[src/rtl/clkdiv_prog.sv]
// clkdiv_prog: multi-channel programmable divide-by-N clock generator.
// Every channel counts off clkin, so all outputs stay phase-related.
//
// Ports:
//   clkin      source clock, all state on its rising edge
//   rst        asynchronous active-high reset
//   en         per-channel run enable (level)
//   sync       one-cycle pulse, restarts enabled channels at phase 0
//   cfg_valid  ratio update request
//   cfg_ready  update can be taken for cfg_chan (no ratio pending there)
//   cfg_chan   target channel of the update
//   cfg_div    requested ratio N (0 and 1 are stored as 2)
//   clkout     registered divided clocks
//   tick       one-cycle pulse in the first cycle of each output period
module clkdiv_prog #(
    parameter int CHANNELS    = 4,
    parameter int DIV_W       = 8,
    parameter int DEFAULT_DIV = 4,
    localparam int CW = (CHANNELS > 1) ? $clog2(CHANNELS) : 1
) (
    input  logic                clkin,
    input  logic                rst,
    input  logic [CHANNELS-1:0] en,
    input  logic                sync,
    input  logic                cfg_valid,
    output logic                cfg_ready,
    input  logic [CW-1:0]       cfg_chan,
    input  logic [DIV_W-1:0]    cfg_div,
    output logic [CHANNELS-1:0] clkout,
    output logic [CHANNELS-1:0] tick
);

    typedef enum logic [1:0] {
        OFF   = 2'd0,
        RUN   = 2'd1,
        DRAIN = 2'd2
    } st_t;

    logic [CHANNELS-1:0] pend;
    logic                xfer;
    logic [DIV_W-1:0]    cfg_div_c;

    // A channel index beyond CHANNELS has no pending flag, so the
    // transfer is always taken and simply lands nowhere.
    always_comb begin
        cfg_ready = 1'b1;
        for (int i = 0; i < CHANNELS; i++) begin
            if (int'(cfg_chan) == i) begin
                cfg_ready = !pend[i];
            end
        end
    end

    assign xfer      = cfg_valid && cfg_ready;
    assign cfg_div_c = (cfg_div < DIV_W'(2)) ? DIV_W'(2) : cfg_div;

    for (genvar i = 0; i < CHANNELS; i++) begin : g_ch
        st_t              st_q;
        st_t              st_d;
        logic [DIV_W-1:0] cnt_q;
        logic [DIV_W-1:0] cnt_d;
        logic [DIV_W-1:0] div_q;
        logic [DIV_W-1:0] div_d;
        logic [DIV_W-1:0] pdiv_q;
        logic [DIV_W-1:0] pdiv_d;
        logic             pend_q;
        logic             pend_d;
        logic             clk_q;
        logic             clk_d;
        logic             tick_q;
        logic             tick_d;
        logic             acc;
        logic             bnd;
        logic             apply;
        logic [DIV_W:0]   half_d;

        assign acc = xfer && (int'(cfg_chan) == i);
        assign bnd = (st_q != OFF) && (cnt_q == div_q - 1'b1);

        // Next-state logic. sync outranks the period boundary; a pending
        // ratio is applied at sync, at a boundary, or straight away in OFF.
        always_comb begin
            st_d  = st_q;
            cnt_d = cnt_q;
            apply = 1'b0;
            if (sync) begin
                st_d  = en[i] ? RUN : OFF;
                cnt_d = '0;
                apply = pend_q;
            end else begin
                unique case (st_q)
                    OFF: begin
                        apply = pend_q;
                        if (en[i]) begin
                            st_d = RUN;
                        end
                    end
                    RUN, DRAIN: begin
                        if (bnd) begin
                            cnt_d = '0;
                            apply = pend_q;
                            st_d  = en[i] ? RUN : OFF;
                        end else begin
                            cnt_d = cnt_q + 1'b1;
                            st_d  = en[i] ? RUN : DRAIN;
                        end
                    end
                    default: begin
                        st_d  = OFF;
                        cnt_d = '0;
                    end
                endcase
            end
        end

        // acc only fires with pend_q low and apply only with pend_q high,
        // so an update taken this cycle always waits for a later edge.
        always_comb begin
            div_d  = apply ? pdiv_q : div_q;
            pdiv_d = acc ? cfg_div_c : pdiv_q;
            pend_d = (pend_q && !apply) || acc;
        end

        // Outputs are computed from next state so they can be registered
        // and still line up with the counter.
        always_comb begin
            half_d = ({1'b0, div_d} + 1'b1) >> 1;
            clk_d  = (st_d != OFF) && ({1'b0, cnt_d} < half_d);
            tick_d = (st_d != OFF) && (cnt_d == '0);
        end

        always_ff @(posedge clkin or posedge rst) begin
            if (rst) begin
                st_q   <= OFF;
                cnt_q  <= '0;
                div_q  <= DIV_W'(DEFAULT_DIV);
                pdiv_q <= DIV_W'(DEFAULT_DIV);
                pend_q <= 1'b0;
                clk_q  <= 1'b0;
                tick_q <= 1'b0;
            end else begin
                st_q   <= st_d;
                cnt_q  <= cnt_d;
                div_q  <= div_d;
                pdiv_q <= pdiv_d;
                pend_q <= pend_d;
                clk_q  <= clk_d;
                tick_q <= tick_d;
            end
        end

        assign pend[i]   = pend_q;
        assign clkout[i] = clk_q;
        assign tick[i]   = tick_q;
    end

endmodule

[config.mk]
export PLATFORM = sky130hd
export DESIGN_NAME = clkdiv_prog
export DESIGN_NICKNAME = d
export VERILOG_FILES = /design/src/rtl/clkdiv_prog.sv
export SDC_FILE = /design/constraint.sdc
export NUM_CORES = 1
export LEC_CHECK = 0
export CAP_MARGIN = 20
export CORE_ASPECT_RATIO = 1.2
export CORE_MARGIN = 2
export CORE_UTILIZATION = 45
export DETAILED_ROUTE_END_ITERATION = 8
export DONT_BUFFER_PORTS = 1
export PLACE_DENSITY_LB_ADDON = 0.08
export SKIP_LAST_GASP = 1
export SLEW_MARGIN = 10
export SYNTH_ARGS = -nofsm -noshare
export SYNTH_HDL_FRONTEND = slang
export SYNTH_SLANG_ARGS = --single-unit
export TNS_END_PERCENT = 20
[constraint.sdc]
create_clock -name clkin -period 9.5 [get_ports clkin]
set_clock_uncertainty 0.2 [all_clocks]
set_input_delay 0 -clock clkin [delete_from_list [all_inputs] [get_ports clkin]]
set_output_delay 0 -clock clkin [all_outputs]
set_load 0.03 [all_outputs]
Yosys cells after proc, flatten, opt, wreduce, memory -nomap -nowiden
Cells that the tools add are included.
{"block": "word_totals", "mem_bits_ro": 0, "elab_cells": 171, "regBits": 116, "output_inout_bits": 9, "memories": 0, "latchBits": 0, "inputBits": 18, "ram_bits": 0}
{"block": "op_classes", "mux": 57, "addsub": 12, "eq_ne": 15, "bitwise": 0, "shift": 0, "reduce_logical": 54, "magnitude_cmp": 5, "mul": 0, "div_mod_pow": 0}
{"op": "8-bit 2-to-1 mux", "n": 13}
{"op": "8-bit case mux with 2 select lines", "n": 4}
{"op": "8-bit by 1-bit adder with 9-bit output (second input constant)", "n": 4}
{"op": "8-bit by 1-bit adder with 8-bit output (second input constant)", "n": 4}
{"op": "8-bit == test", "n": 4}
{"op": "8-bit zero test", "n": 4}
{"op": "8-bit < comparator", "n": 4}
{"op": "2-bit 2-to-1 mux", "n": 16}
{"op": "8-bit by 1-bit subtractor with 8-bit output (second input constant)", "n": 4}
{"op": "1-bit logical AND", "n": 21}
{"op": "1-bit 2-to-1 mux", "n": 16}
{"op": "2-bit case mux with 2 select lines", "n": 4}
{"op": "2-bit nonzero test", "n": 8}
{"op": "2-bit == test (second input constant)", "n": 6}
{"op": "2-bit by 1-bit == test with 1-bit output (second input constant)", "n": 5}
{"op": "2-bit zero test", "n": 5}
{"op": "1-bit zero test", "n": 8}
{"op": "8-bit by 2-bit < comparator with 1-bit output (second input constant)", "n": 1}
{"op": "1-bit case mux with 2 select lines", "n": 4}
{"op": "2-bit OR reduction", "n": 4}
{"op": "1-bit logical OR", "n": 4}

Logic depth before layout (Yosys ltp)
{"block": "depth", "ltp_word": 10, "ltp_mapped": 22, "ltp_nobuf": 20}

Worst setup path after synthesis
Ideal clock, no wire load.
{"block": "synth_timing", "kind": "register to register", "startpoint": "register g_ch[0].div_q[2]", "endpoint": "register g_ch[0].clk_q", "slack_ps": 4951, "setup_ps": 65, "path_stages_with_launch": 20, "n_path_buf": 2, "t_required_ps": 9235, "arrival_ps": 4284, "period_less_slack_ps": 4549, "cell_sequence": "dfstp_2 buf_2 or3_1 or4_1 a221oi_2 o2111ai_2 o41ai_4 clkbuf_1 nand2_1 o21ai_0 ha_1 nand3_1 nor2_1 nand3_1 nor2_1 a41oi_1 ha_1 and3_1 a221oi_1 o211a_1"}
{"block": "synth_via", "elab_chain_len": 10, "elab_cells_between_ends": 17, "cone_classes": "add/sub (2); order compare (1); eq/ne (1); mux (10); reduce/logical (3)"}
{"element": "start: declaration", "line_no": "62", "text": "logic [DIV_W-1:0] div_q;"}
{"element": "start signal: assignment", "line_no": "136", "text": "div_q <= DIV_W'(DEFAULT_DIV);"}
{"element": "start signal: assignment", "line_no": "144", "text": "div_q <= div_d;"}
{"element": "8-bit by 1-bit subtractor with 8-bit output", "line_no": "78", "text": "assign bnd = (st_q != OFF) && (cnt_q == div_q - 1'b1);"}
{"element": "8-bit == test", "line_no": "78"}
{"element": "1-bit logical AND", "line_no": "78"}
{"element": "1-bit 2-to-1 mux", "line_no": "99", "text": "if (bnd) begin"}
{"element": "1-bit case mux with 2 select lines", "line_no": "91", "text": "unique case (st_q)"}
{"element": "1-bit 2-to-1 mux", "line_no": "86", "text": "if (sync) begin"}
{"element": "8-bit 2-to-1 mux", "line_no": "119", "text": "div_d = apply ? pdiv_q : div_q;"}
{"element": "via g_ch[0].div_d[0]", "line_no": "63", "text": "logic [DIV_W-1:0] div_d;"}
{"element": "8-bit by 1-bit adder with 9-bit output", "line_no": "127", "text": "half_d = ({1'b0, div_d} + 1'b1) >> 1;"}
{"element": "8-bit < comparator", "line_no": "128", "text": "clk_d = (st_d != OFF) && ({1'b0, cnt_d} < half_d);"}
{"element": "1-bit logical AND", "line_no": "128"}
{"element": "via g_ch[0].clk_d", "line_no": "69", "text": "logic clk_d;"}
{"element": "end signal: assignment", "line_no": "147", "text": "clk_q <= clk_d;"}
{"element": "end: declaration", "line_no": "68", "text": "logic clk_q;"}
The timed path passes the listed nets, and every way through them passes these cells.
A chain may end at the register's enable or synchronous reset.

Worst setup path after layout
{"block": "layout_timing", "startpoint": "register g_ch[3].div_q[4]", "endpoint": "register g_ch[3].clk_q"}
{"block": "layout_via", "elab_chain_len": 10, "elab_cells_between_ends": 17, "cone_classes": "add/sub (2); order compare (1); eq/ne (1); mux (10); reduce/logical (3)"}
{"element": "start: declaration", "line_no": "62"}
{"element": "start signal: assignment", "line_no": "136"}
{"element": "start signal: assignment", "line_no": "144"}
{"element": "8-bit by 1-bit subtractor with 8-bit output", "line_no": "78"}
{"element": "8-bit == test", "line_no": "78"}
{"element": "1-bit logical AND", "line_no": "78"}
{"element": "1-bit 2-to-1 mux", "line_no": "99"}
{"element": "1-bit case mux with 2 select lines", "line_no": "91"}
{"element": "1-bit 2-to-1 mux", "line_no": "86"}
{"element": "8-bit 2-to-1 mux", "line_no": "119"}
{"element": "via g_ch[3].div_d[1]", "line_no": "63"}
{"element": "8-bit by 1-bit adder with 9-bit output", "line_no": "127"}
{"element": "8-bit < comparator", "line_no": "128"}
{"element": "1-bit logical AND", "line_no": "128"}
{"element": "via g_ch[3].clk_d", "line_no": "69"}
{"element": "end signal: assignment", "line_no": "147"}
{"element": "end: declaration", "line_no": "68"}
The timed path passes the listed nets, and every way through them passes these cells.

==> results.txt <==
The die footprint is between 15000 and 20000 um^2. The post-detailed-route via-to-cell ratio came out at between 5 and 6. The worst-case IR drop observed on VDD is between 0.00015 and 0.0002 V. For this run, the leading register cell type out of synthesis is sky130_fd_sc_hd__dfrtp_1.

The depth of the worst register-to-register path is 17. The power density over cell area came out at around 340 nW/um^2. The first global-routing pass estimated 34000 um of wire. The number of hold-repair buffers added at the cts stage is 25. Setup violations remaining at the end of the flow were counted as 0. From synthesis to final layout, the design area changed by 12.9%. The number of instances resized during post-cts repair came out at 0.

The clock passes through at most 2 buffers. The hold path endpoint is g_ch[3].div_q[0]$_DFF_PP0_. The signal arrival time at the worst endpoint is 5.20 ns. In this run the worst hold path is classified as input pin to register. After clock tree synthesis, the clock-pin slew on the worst setup and hold paths is 0.06 ns. Yosys instantiated no cell more often than sky130_fd_sc_hd__dfrtp_1. Entering global routing, the biggest net connects 72 pins. The relative max-transition margin is 29.8%. The worst setup path is launched from a register. The count of cells in the finished layout, fillers not included, comes to ~1100. The leftover overflow at the end of global routing is 0. The setup slack of the worst register-to-register path is 4.42 ns. The number of routed nets with antenna violations came out at 0. The global-route usage over all layers is about 22%.

The cell at the slowest stage of the critical path is sky130_fd_sc_hd__a2111o_4. The total wire length came out at roughly 21000 um. The placeable core area is ~18000 um^2. On the worst path, the slowest cell contributes a delay of 0.58 ns. The starting density of the core is 45.7%. The design draws between 0.003 and 0.004 W. The count of cells along the worst hold path is 3. The count of yosys warnings during synthesis came out at 0. The remaining design rule violation count came out at 0. The number of diodes is 0. In the post-synthesis netlist, the biggest area contributors are sky130_fd_sc_hd__dfrtp_1, sky130_fd_sc_hd__ha_1, sky130_fd_sc_hd__mux2_2.

The count of cell types in the netlist is 80. The post-synthesis instance total is around 900. The H-tree generated during clock tree synthesis spans 4 levels. The post-DP HPWL is around 15000 um. Setup repair after global routing left no endpoint under its margin. Counting flops with a built-in enable in the synthesized netlist gives 0. The leading area contributor after synthesis is sky130_fd_sc_hd__dfrtp_1. The clock sink count is approximately 120. TritonCTS built the clock tree. The number of global-route vias before repair came out at between 6000 and 7000. The critical path in this run is classified as register to register.

The average wire per standard cell is between 15 and 20 um. The cell area after synthesis is 8240 um^2. The die width is approximately 130 um.

In this run the static leakage power is 3.95 nW. The synthesized area per cell came out at 9.16 um^2. In this run the clock root is driven by a sky130_fd_sc_hd__clkbuf_16. The startpoint of the most critical register-to-register path is g_ch[3].div_q[4]$_DFF_PP0_. The number of DRC markers after the initial detailed-route iteration came out at 460. The area share of the leading cell type in the synthesized netlist came out at about 33%. The number of standard-cell rows in the floorplan came out at 54. Measured on the finished design, the core utilization comes to ~50%. The layout net count came out at 961.

The number of failing hold endpoints at the final stage came out at 0. The number of antenna violations at the first check in global routing is 0. Data on the critical path is required at its endpoint by 9.62 ns. The part of the cycle the worst path needs is a little over half.

Once placement completed, the tool counted placed cells totaling around 1100. The worst hold path begins at sync. After synthesis, flip-flops and latches occupy a little over a third of the total area. Walking the worst path, the cells encountered are or3_4 -> or3b_1 -> a2111o_1 -> a2111o_4 -> o21ai_4 -> nand2_1 -> o21ai_0 -> ha_1 -> nand2_1 -> nor2_1 -> xnor2_1 -> nand2_1 -> o21ai_0 -> ha_1 -> and4_1 -> o2111ai_1 -> and4_1. The die is around 150 um tall. The count of pins over their slew limit was 0.

The accumulated negative setup slack came out at 0 ns. The fraction of layout cells with a size suffix above 1 is between 10 and 15%. The maximum fanout along the worst path came out at 22. The routed layout has approximately 6600 vias.

The flow ran to the end, and the final reports show no timing, DRC or antenna violations. The post-CTS setup buffer count came out at 0. The final weighted congestion in routability-driven placement is between 0.8 and 0.9. The peak clock frequency supported by timing came out at roughly 200 MHz. The number of nets produced by synthesis is ~970. The slew at the pin closest to its max-slew limit came out at 1.05 ns. The max-cap check violation count came out at 0. STA classifies the critical path endpoint as a register. The most numerous cell type found on the critical path is sky130_fd_sc_hd__nand2_1.

The TritonCTS buffer count came out at 17. The length of the first detailed-routing pass in iterations came out at 5. The worst register-to-register path ends at g_ch[3].clk_q$_DFF_PP0_. 27 I/O pins were placed.

The commonest cells after synthesis are sky130_fd_sc_hd__dfrtp_1, sky130_fd_sc_hd__nor2_1, sky130_fd_sc_hd__nand2_1. The beginning of the critical path is g_ch[3].div_q[4]$_DFF_PP0_. The final critical path time including I/O delays and setup came out at approximately 5 ns. The total of buffers placed on input and output ports is 0. After synthesis the netlist holds a flip-flop and latch count of between 100 and 150. The fraction of registers with async set/reset is between 90% and 100%.

The clock latency at the later pin of the worst-skew pair came out at 0.43 ns.
==> logic make-up after synthesis <==
kind of cell | synth area share (%)
AOI/OAI and AO/OA | 16.5
xor gates and xnor gates | 8.82
adders and majority gates | 7.29
buffers and inverters | 4.66
DFF | 35.4
muxes | 8.57
and+or+nand+nor | 18.8
==> sequential cells by signal, summed over array words and instances, names as in the netlist <==
signal,flops
g_ch.clk_q,4
g_ch.div_q,32
g_ch.pdiv_q,32
g_ch.st_q,8
g_ch.pend_q,4
g_ch.cnt_q,32
g_ch.tick_q,4
==> placed cells by master (no fill, tap or decap), types with 14 or more instances in the layout <==
master / n
sky130_fd_sc_hd__nor3_1: 25
sky130_fd_sc_hd__xor2_1: 28
sky130_fd_sc_hd__o21ai_0: 55
sky130_fd_sc_hd__a21oi_1: 36
sky130_fd_sc_hd__nor2_1: 79
sky130_fd_sc_hd__ha_1: 48
sky130_fd_sc_hd__mux2_2: 48
sky130_fd_sc_hd__mux2i_1: 15
sky130_fd_sc_hd__clkbuf_16: 17
sky130_fd_sc_hd__inv_1: 33
sky130_fd_sc_hd__nand2_1: 62
sky130_fd_sc_hd__nand3_1: 42
sky130_fd_sc_hd__nor2b_1: 15
sky130_fd_sc_hd__dfrtp_1: 108
sky130_fd_sc_hd__and3_1: 14
sky130_fd_sc_hd__xnor2_1: 55
sky130_fd_sc_hd__dlygate4sd3_1: 25
==> routing by layer <==
metal / share of wire [%] / global-route usage [%] / wire length, um
met5: 0 / 0 / 0
met2: 51 / 37.8 / 10600
met1: 44 / 27.6 / 9110
met4: 2.1 / 7.12 / 427
met3: 2.9 / 4.04 / 595
==> critical path: cells and delay by family (launching register included) <==
kind,cells,cell delay [ns]
compound gates,6,1.86
xor+xnor,1,0.09
fa+ha+maj,2,0.67
flops,1,0.46
simple gates,8,1.70
==> per-stage QoR <==
step / setup slack [ns] / hold slack [ns] / cell area [um^2]
5_1_grt: 4.15 / 0.0568 / 9300
3_5_place_dp: 4.48 / -0.124 / 8320
6_report: 4.42 / 0.0247 / 9300
3_3_place_gp: 4.68 / -0.123 / 8320
2_1_floorplan: 4.95 / -0.128 / 8240
4_1_cts: 4.47 / 0.0106 / 9300
==> worst max path at each step <==
stage	slack, ns	end	depth (start not counted)
floorplan	4.95	g_ch[0].clk_q$_DFF_PP0_	19
CTS	4.47	g_ch[3].clk_q$_DFF_PP0_	17
global route	4.15	g_ch[3].clk_q$_DFF_PP0_	17
detailed placement	4.48	g_ch[3].clk_q$_DFF_PP0_	17
global placement	4.68	g_ch[3].clk_q$_DFF_PP0_	17
finish	4.42	g_ch[3].clk_q$_DFF_PP0_	17
==> where the power goes <==
part           internal [W]  switching [W]
clock network      0.000558       0.000242
registers          0.000687       0.000299
logic              0.000637       0.000739
total               0.00188        0.00128
==> area by class of cell <==
class	instances	area (um^2)
flip-flops and latches	116	2910
fillers	1660	8740
clock inverters	13	277
multi-input cells	695	4950
repair buffers	30	288
well taps	224	280
inverters	35	134
clock buffers	19	453
No activity file was read; power rests on OpenSTA's default activity.
